===== config.mk =====
export PLATFORM = sky130hd
export DESIGN_NAME = pwm_timebase_mc
export DESIGN_NICKNAME = d
export VERILOG_FILES = /design/src/rtl/pwm_timebase_mc.sv
export SDC_FILE = /design/constraint.sdc
export NUM_CORES = 1
export LEC_CHECK = 0
export BUFFER_PORTS_ARGS = -buffer_cell sky130_fd_sc_hd__clkbuf_2
export CORE_MARGIN = 4
export CORE_UTILIZATION = 45
export DETAILED_ROUTE_END_ITERATION = 7
export GPL_TIMING_DRIVEN = 0
export PLACE_DENSITY = 0.68
export REMOVE_ABC_BUFFERS = 1
export SYNTH_ARGS = -nofsm -noshare
export SYNTH_HDL_FRONTEND = slang
export SYNTH_SLANG_ARGS = --single-unit

===== constraint.sdc =====
create_clock -name clk -period 8.1 [get_ports clk]
set_clock_uncertainty 0.2 [all_clocks]
set_input_delay 0 -clock clk [delete_from_list [all_inputs] [get_ports clk]]
set_output_delay 0 -clock clk [all_outputs]
set_load 0.01 [all_outputs]

===== src/rtl/pwm_timebase_mc.sv =====
// pwm_timebase_mc: shared PWM counter (up, up-down, down, one-shot) with
// NUM_CH registered compare outputs. Period and compare values pass through
// a pending stage and reach the active set only at a counting boundary.
module pwm_timebase_mc #(
  parameter int WIDTH  = 16,
  parameter int NUM_CH = 4
) (
  input  logic                    clk,
  input  logic                    cnt_rst_n,
  input  logic                    pwm_en,
  input  logic [1:0]              mode,
  input  logic [WIDTH-1:0]        period_in,
  input  logic [NUM_CH*WIDTH-1:0] cmp_in,
  input  logic                    load,
  output logic [WIDTH-1:0]        cnt_val,
  output logic                    dir,
  output logic [NUM_CH-1:0]       pwm_out,
  output logic                    period_evt,
  output logic                    zero_evt,
  output logic                    upd_pend,
  output logic                    done
);

  typedef enum logic [1:0] {
    MODE_UP      = 2'b00,
    MODE_UPDN    = 2'b01,
    MODE_DOWN    = 2'b10,
    MODE_ONESHOT = 2'b11
  } mode_t;

  localparam logic [WIDTH-1:0] ZERO = '0;
  localparam logic [WIDTH-1:0] ONE  = WIDTH'(1);

  logic [WIDTH-1:0]        per_p;
  logic [WIDTH-1:0]        per_a;
  logic [WIDTH-1:0]        per_n;
  logic [NUM_CH*WIDTH-1:0] cmp_p;
  logic [NUM_CH*WIDTH-1:0] cmp_a;
  logic [NUM_CH*WIDTH-1:0] cmp_n;
  mode_t                   mode_a;
  logic                    upd_pt;
  logic                    xfer;
  logic [WIDTH-1:0]        cnt_n;
  logic                    dir_n;
  logic                    done_n;
  logic [NUM_CH-1:0]       pwm_n;

  // Boundary detection and the active values the counter step will use
  always_comb begin
    upd_pt = 1'b0;
    case (mode_a)
      MODE_UP:      upd_pt = (cnt_val >= per_a);
      MODE_ONESHOT: upd_pt = !done && (cnt_val >= per_a);
      MODE_DOWN:    upd_pt = (cnt_val == ZERO);
      // a zero period parks the counter at the valley, so it counts as one
      MODE_UPDN:    upd_pt = (cnt_val == ZERO) && (dir || (per_a == ZERO));
    endcase
    xfer  = pwm_en ? (upd_pt && (upd_pend || load)) : (upd_pend || load);
    per_n = per_a;
    cmp_n = cmp_a;
    if (xfer) begin
      per_n = load ? period_in : per_p;
      cmp_n = load ? cmp_in    : cmp_p;
    end
  end

  // Next counter, direction and done values for the active mode
  always_comb begin
    cnt_n  = cnt_val;
    dir_n  = dir;
    done_n = done;
    if (!pwm_en) begin
      cnt_n  = ZERO;
      dir_n  = 1'b0;
      done_n = 1'b0;
    end else begin
      case (mode_a)
        MODE_UP: begin
          dir_n = 1'b0;
          cnt_n = (cnt_val >= per_a) ? ZERO : cnt_val + ONE;
        end
        MODE_DOWN: begin
          if (cnt_val == ZERO) begin
            cnt_n = per_n;
            dir_n = (per_n != ZERO);
          end else begin
            cnt_n = cnt_val - ONE;
            dir_n = 1'b1;
          end
        end
        MODE_UPDN: begin
          if (per_n == ZERO) begin
            cnt_n = ZERO;
            dir_n = 1'b0;
          end else if (!dir) begin
            if (cnt_val >= per_n) begin
              dir_n = 1'b1;
              cnt_n = cnt_val - ONE;
            end else begin
              cnt_n = cnt_val + ONE;
            end
          end else begin
            if (cnt_val == ZERO) begin
              dir_n = 1'b0;
              cnt_n = ONE;
            end else begin
              cnt_n = cnt_val - ONE;
            end
          end
        end
        MODE_ONESHOT: begin
          dir_n = 1'b0;
          if (!done) begin
            if (cnt_val >= per_a) begin
              done_n = 1'b1;
            end else begin
              cnt_n = cnt_val + ONE;
            end
          end
        end
      endcase
    end
  end

  // Per-channel compare against the current count
  always_comb begin
    pwm_n = '0;
    for (int i = 0; i < NUM_CH; i++) begin
      pwm_n[i] = (cnt_val < cmp_a[i*WIDTH +: WIDTH]);
    end
  end

  // Pending/active register sets and the pending flag
  always_ff @(posedge clk or negedge cnt_rst_n) begin
    if (!cnt_rst_n) begin
      per_p    <= '0;
      cmp_p    <= '0;
      per_a    <= '0;
      cmp_a    <= '0;
      mode_a   <= MODE_UP;
      upd_pend <= 1'b0;
    end else begin
      if (load) begin
        per_p <= period_in;
        cmp_p <= cmp_in;
      end
      per_a <= per_n;
      cmp_a <= cmp_n;
      if (!pwm_en) begin
        mode_a <= mode_t'(mode);
      end
      upd_pend <= xfer ? 1'b0 : (load | upd_pend);
    end
  end

  // Counter, direction, events and PWM outputs
  always_ff @(posedge clk or negedge cnt_rst_n) begin
    if (!cnt_rst_n) begin
      cnt_val    <= '0;
      dir        <= 1'b0;
      done       <= 1'b0;
      pwm_out    <= '0;
      period_evt <= 1'b0;
      zero_evt   <= 1'b0;
    end else begin
      cnt_val    <= cnt_n;
      dir        <= dir_n;
      done       <= done_n;
      pwm_out    <= pwm_en ? pwm_n : '0;
      period_evt <= pwm_en && (cnt_val == per_a);
      zero_evt   <= pwm_en && (cnt_val == ZERO);
    end
  end

endmodule

# Word level (Yosys, flattened, before mapping)
# Index checks and enable logic that the tools add are counted.
totals:
  regBits: 187
  inputBits: 86
  output_inout_bits: 25
  wordCells: 71
classes:
  n_addsub: 2
  n_lt_le_gt_ge: 6
  n_eq_ne: 7
  n_mux: 28
  bitwise: 1
  n_reduce_logical: 15
op_table:
  columns: ["operator", "count"]
  rows:
  - ["2-to-1 mux 16 bit", 11]
  - ["< comparator 16 bit", 4]
  - ["2-to-1 mux 64 bit", 1]
  - ["one-hot mux 16 bit (4 select lines)", 1]
  - ["logical NOT 16 bit", 3]
  - [">= comparator 16 bit", 2]
  - ["adder 16 x 1 -> 16 bit (second input constant)", 1]
  - ["== test 16 bit", 1]
  - ["nonzero test 16 bit", 1]
  - ["subtractor 16 x 1 -> 16 bit (second input constant)", 1]
  - ["2-to-1 mux 1 bit", 12]
  - ["!= test 3 bit (second input constant)", 2]
  - ["logical AND 1 bit", 5]
  - ["== test 2 bit (second input constant)", 2]
  - ["2-to-1 mux 4 bit", 1]
  - ["one-hot mux 1 bit (4 select lines)", 1]
  - ["one-hot mux 1 bit (3 select lines)", 1]
  - ["== test 2 x 1 -> 1 bit (second input constant)", 1]
  - ["logical NOT 2 bit", 1]
  - ["logical OR 1 bit", 2]
  - ["!= test 2 x 1 -> 1 bit (second input constant)", 1]
  - ["AND reduction 2 bit", 1]
  - ["OR reduction 2 bit", 1]
  - ["logical NOT 1 bit", 1]
  - ["bitwise OR 1 bit", 1]

# Longest topological paths before layout
logic_depth:
  word_depth: 13
  mapped_depth: 21
  ltp_nobuf: 18

# Worst setup path after synthesis
# No wires, ideal clock.
synth_timing:
  kind: "reg2reg"
  start: "register cnt_val[14]"
  end: "register cnt_val[2]"
  setup_time_ns: 0.126
  arrival_ns: 5.106
  setup_slack_ns: 2.668
  path_stages_with_launch: 20
  path_buffers: 2
  period_less_slack_ns: 5.432
  cell_sequence: "dfrtp_1 > ha_1 > nand4_1 > or3_4 > nor4_4 > o31ai_4 > a21oi_4 > buf_4 > mux2_2 > inv_1 > ha_1 > a21o_1 > a21o_1 > a21o_1 > a2111oi_1 > o21a_1 > clkbuf_1 > mux2i_1 > xnor2_1 > a221o_1"
synth_between:
  elab_chain_len: 12
synth_lines:
  columns: ["item", "line_no", "source"]
  rows:
  - ["from (decl)", "15", "output logic [WIDTH-1:0] cnt_val,"]
  - ["from (signal assigned)", "166", "cnt_val <= cnt_n;"]
  - [">= comparator 16 bit / logical NOT 16 bit (equally long branches)", null, null]
  - ["logical AND 1 bit (on tied branches)", "53, 56", null]
  - ["one-hot mux 1 bit (4 select lines) *", "51", "case (mode_a)"]
  - ["logical AND 1 bit *", "58", "xfer = pwm_en ? (upd_pt && (upd_pend || load)) : (upd_pend || load);"]
  - ["2-to-1 mux 1 bit *", "58", null]
  - ["2-to-1 mux 16 bit *", "61", "if (xfer) begin"]
  - ["net per_n[9]", "36", "logic [WIDTH-1:0] per_n;"]
  - [">= comparator 16 bit", "96", "if (cnt_val >= per_n) begin"]
  - ["2-to-1 mux 16 bit", "96", null]
  - ["2-to-1 mux 16 bit", "95", "end else if (!dir) begin"]
  - ["2-to-1 mux 16 bit *", "92", "if (per_n == ZERO) begin"]
  - ["one-hot mux 16 bit (4 select lines) *", "77", "case (mode_a)"]
  - ["2-to-1 mux 16 bit *", "72", "if (!pwm_en) begin"]
# The timed path passes the listed nets; every way through them passes the cells marked *.
# A chain may end at the register's enable or synchronous reset.

# Worst setup path after layout
layout_timing:
  start: "register cnt_val[12]"
  end: "register cnt_val[2]"
# The elaborated chain is that of the path after synthesis.

==> impl_metrics.env <==
export IMPL_outcome="finished with violations"
export IMPL_violations="negative hold slack"
export IMPL_cp_data_arrival_time_ns=6.68
export IMPL_drive_above_1_share=0.207
export IMPL_holdWs_ns=-0.0101
export IMPL_synth_area_um2=10800
export IMPL_port_buffer_count=110
export IMPL_diodes=0
export IMPL_ys_top_cells_by_area="dfrtp_1 43%, ha_1 11%, mux2_2 9.5%"
export IMPL_power_density_nw_per_um2=283
export IMPL_synthCells=1062
export IMPL_synth_edff_count=0
export IMPL_yosysWarnings=0
export IMPL_dieHeight_um=163
export IMPL_postPlaceCellArea_um2=11700
export IMPL_critPathMaxStageDelay_ns=0.70
export IMPL_first_global_vias=8546
export IMPL_wl_per_cell_um=17.1
export IMPL_start_kind="flop"
export IMPL_post_synth_num_cell_types=69
export IMPL_fin_crit_sh=0.811
export IMPL_p_total_mw=3.73
export IMPL_htree_levels=4
export IMPL_antenna_found_initial=0
export IMPL_ctsResizeCount=0
export IMPL_path_cells="ha_1, nand4_1, or3_4, o22ai_1, o31ai_4, a21oi_4, mux2_2, inv_1, ha_1, a21o_1, a21o_1, a21o_1, a2111oi_1, o21a_1, mux2i_1, xnor2_1, a221o_1"
export IMPL_ant_nets=0
export IMPL_synth_top_cell_area_share=0.433
export IMPL_clockBufferDepth=2
export IMPL_die_area_um2=26500
export IMPL_path_max_fanout=19
export IMPL_fin_cells=1566
export IMPL_max_vdd_ir_drop_uv=127
export IMPL_hold_violations=3
export IMPL_fill_cells=2076
export IMPL_dp_slack_ns=1.69
export IMPL_yosysSeqAreaShare=0.433
export IMPL_rsz0062_at_grt="no"
export IMPL_cp_required_ns=8.21
export IMPL_dp_hpwl_um=18000
export IMPL_clk_pin_slew_ns=0.07
export IMPL_io_pins=111
export IMPL_async_flop_share=1.00
export IMPL_regToRegSetupSlack_ns=1.53
export IMPL_tns_ns=0
export IMPL_layout_nets=1414
export IMPL_synth_seq_cells=187
export IMPL_clk_latency_ns=0.44
export IMPL_first_iter_violations=555
export IMPL_setup_viol_count_final=0
export IMPL_cpMaxStageDelayCell="dfrtp_1"
export IMPL_leakagePower_nw=6.35
export IMPL_rr_startpoint="cnt_val[12]"
export IMPL_vias_per_cell=5.45
export IMPL_gr_total_overflow=0
export IMPL_cpMostUsedCell="a21o_1"
export IMPL_timing_rr_end="cnt_val[2]"
export IMPL_grt_pass1_wl_um=43900
export IMPL_vias=8541
export IMPL_place_congestion=0.885
export IMPL_rr_worst_depth=17
export IMPL_cts_tree="yes"
export IMPL_root_buffer="clkbuf_16"
export IMPL_die_width_um=163
export IMPL_setup_slack_ns=1.53
export IMPL_area_growth_pct=22.0
export IMPL_post_route_util=0.560
export IMPL_start_util=0.459
export IMPL_fin_crit_ns=6.57
export IMPL_post_synth_top_count_cell="dfrtp_1"
export IMPL_placed_cells=1448
export IMPL_cap_violations=0
export IMPL_tightest_slew_ns=1.31
export IMPL_grt_max_degree=99
export IMPL_worstSetupPathType="flop to flop"
export IMPL_grt_usage=0.207
export IMPL_timing_fmax_mhz=152
export IMPL_core_area_um2=23500
export IMPL_drc=0
export IMPL_cp_startpoint="cnt_val[12]"
export IMPL_dr_pass1_iters=5
export IMPL_min_path_type="primary input to asynchronous set/reset pin"
export IMPL_rows=56
export IMPL_relSlewSlack=0.122
export IMPL_yosysTopAreaCell="dfrtp_1"
export IMPL_syn_area_per_cell_um2=10.2
export IMPL_setup_worst_path_end_class="flop"
export IMPL_cts_sinks=187
export IMPL_drv_slew=0
export IMPL_wl_um=26700
export IMPL_final_area_um2=13200
export IMPL_synth_common_cells="187 x dfrtp_1, 109 x nand2_1, 104 x inv_1"
export IMPL_numCtsBuffers=17
export IMPL_ys_flop_type="dfrtp_1"
[layer usage]
layer,vias to the layer above,share of wire,global-route usage
met5,-,0,0
met2,243,0.47,0.339
li1,4097,-,-
met1,4159,0.46,0.284
met4,0,0.020,0.0621
met3,42,0.049,0.0329
[worst max-delay path: cells and delay by family, from the launching register on]
kind / cells / cell delay (ns)
fa+ha+maj: 2 / 0.69
xor+xnor: 1 / 0.08
simple gates: 2 / 0.56
flops: 1 / 0.70
mux: 2 / 0.73
buf+inv: 1 / 0.07
compound gates: 9 / 3.38
[state kept, by name, summed over array words and instances, names as in the netlist]
signal,cells
dir,1
upd_pend,1
per_a,16
cnt_val,16
period_evt,1
zero_evt,1
per_p,16
done,1
mode_a,2
pwm_out,4
cmp_p,64
cmp_a,64
[cells by family (layout without fill, tap and decap cells)]
| group | count (synthesis) | after routing | synth area share |
|---|---|---|---|
| flops | 187 | 187 | 0.433 |
| compound gates | 242 | 242 | 0.146 |
| fa+ha+maj | 94 | 94 | 0.109 |
| simple gates | 244 | 244 | 0.116 |
| mux | 112 | 112 | 0.114 |
| xor+xnor | 30 | 30 | 0.0243 |
| buf+inv | 153 | 338 | 0.0568 |
[power breakdown]
group	leakage, nW	internal (mW)	switching, mW
registers	2.26	1.13	0.242
clock network	0.313	0.552	0.380
logic	3.78	0.642	0.783
total	6.35	2.33	1.41
[how the worst max path moves through the flow]
stage	slack (ns)	cells after the start	to
floorplan	1.39	17	cnt_val[2]
global placement	-0.28	17	cnt_val[2]
detailed placement	1.69	17	cnt_val[2]
CTS	1.61	17	cnt_val[2]
global route	1.27	17	cnt_val[2]
finish	1.53	17	cnt_val[2]
[cell usage in the layout, fill, tap and decap left out, types with 7 or more instances in the layout]
| cell type | count |
|---|---|
| a211oi_1 | 8 |
| a21o_1 | 33 |
| a21oi_1 | 45 |
| a221o_1 | 9 |
| clkbuf_16 | 17 |
| clkbuf_2 | 108 |
| dfrtp_1 | 187 |
| dlygate4sd3_1 | 86 |
| ha_1 | 94 |
| inv_1 | 104 |
| mux2_2 | 91 |
| mux2i_1 | 21 |
| nand2_1 | 109 |
| nand2b_1 | 8 |
| nand4_1 | 17 |
| nor2_1 | 33 |
| nor3_1 | 17 |
| nor4_1 | 12 |
| o21ai_0 | 92 |
| or4_1 | 7 |
| xnor2_1 | 17 |
| xor2_1 | 13 |
[what timing repair did]
action	4_1_cts	5_1_grt
hold buffers	86	0
hold endpoints to repair	251	0
setup buffers	0	0
[final cells by class]
cell class                      count  area [um2]  area share
Multi-Input combinational cell    722        5520       0.419
Inverter                          104         390      0.0296
Sequential cell                   187        4680       0.355
Timing Repair Buffer              202        1550       0.117
Clock inverter                     13         211      0.0160
Tap cell                          319         399      0.0303
Clock buffer                       19         433      0.0328
(Power assumes the default switching activity.)
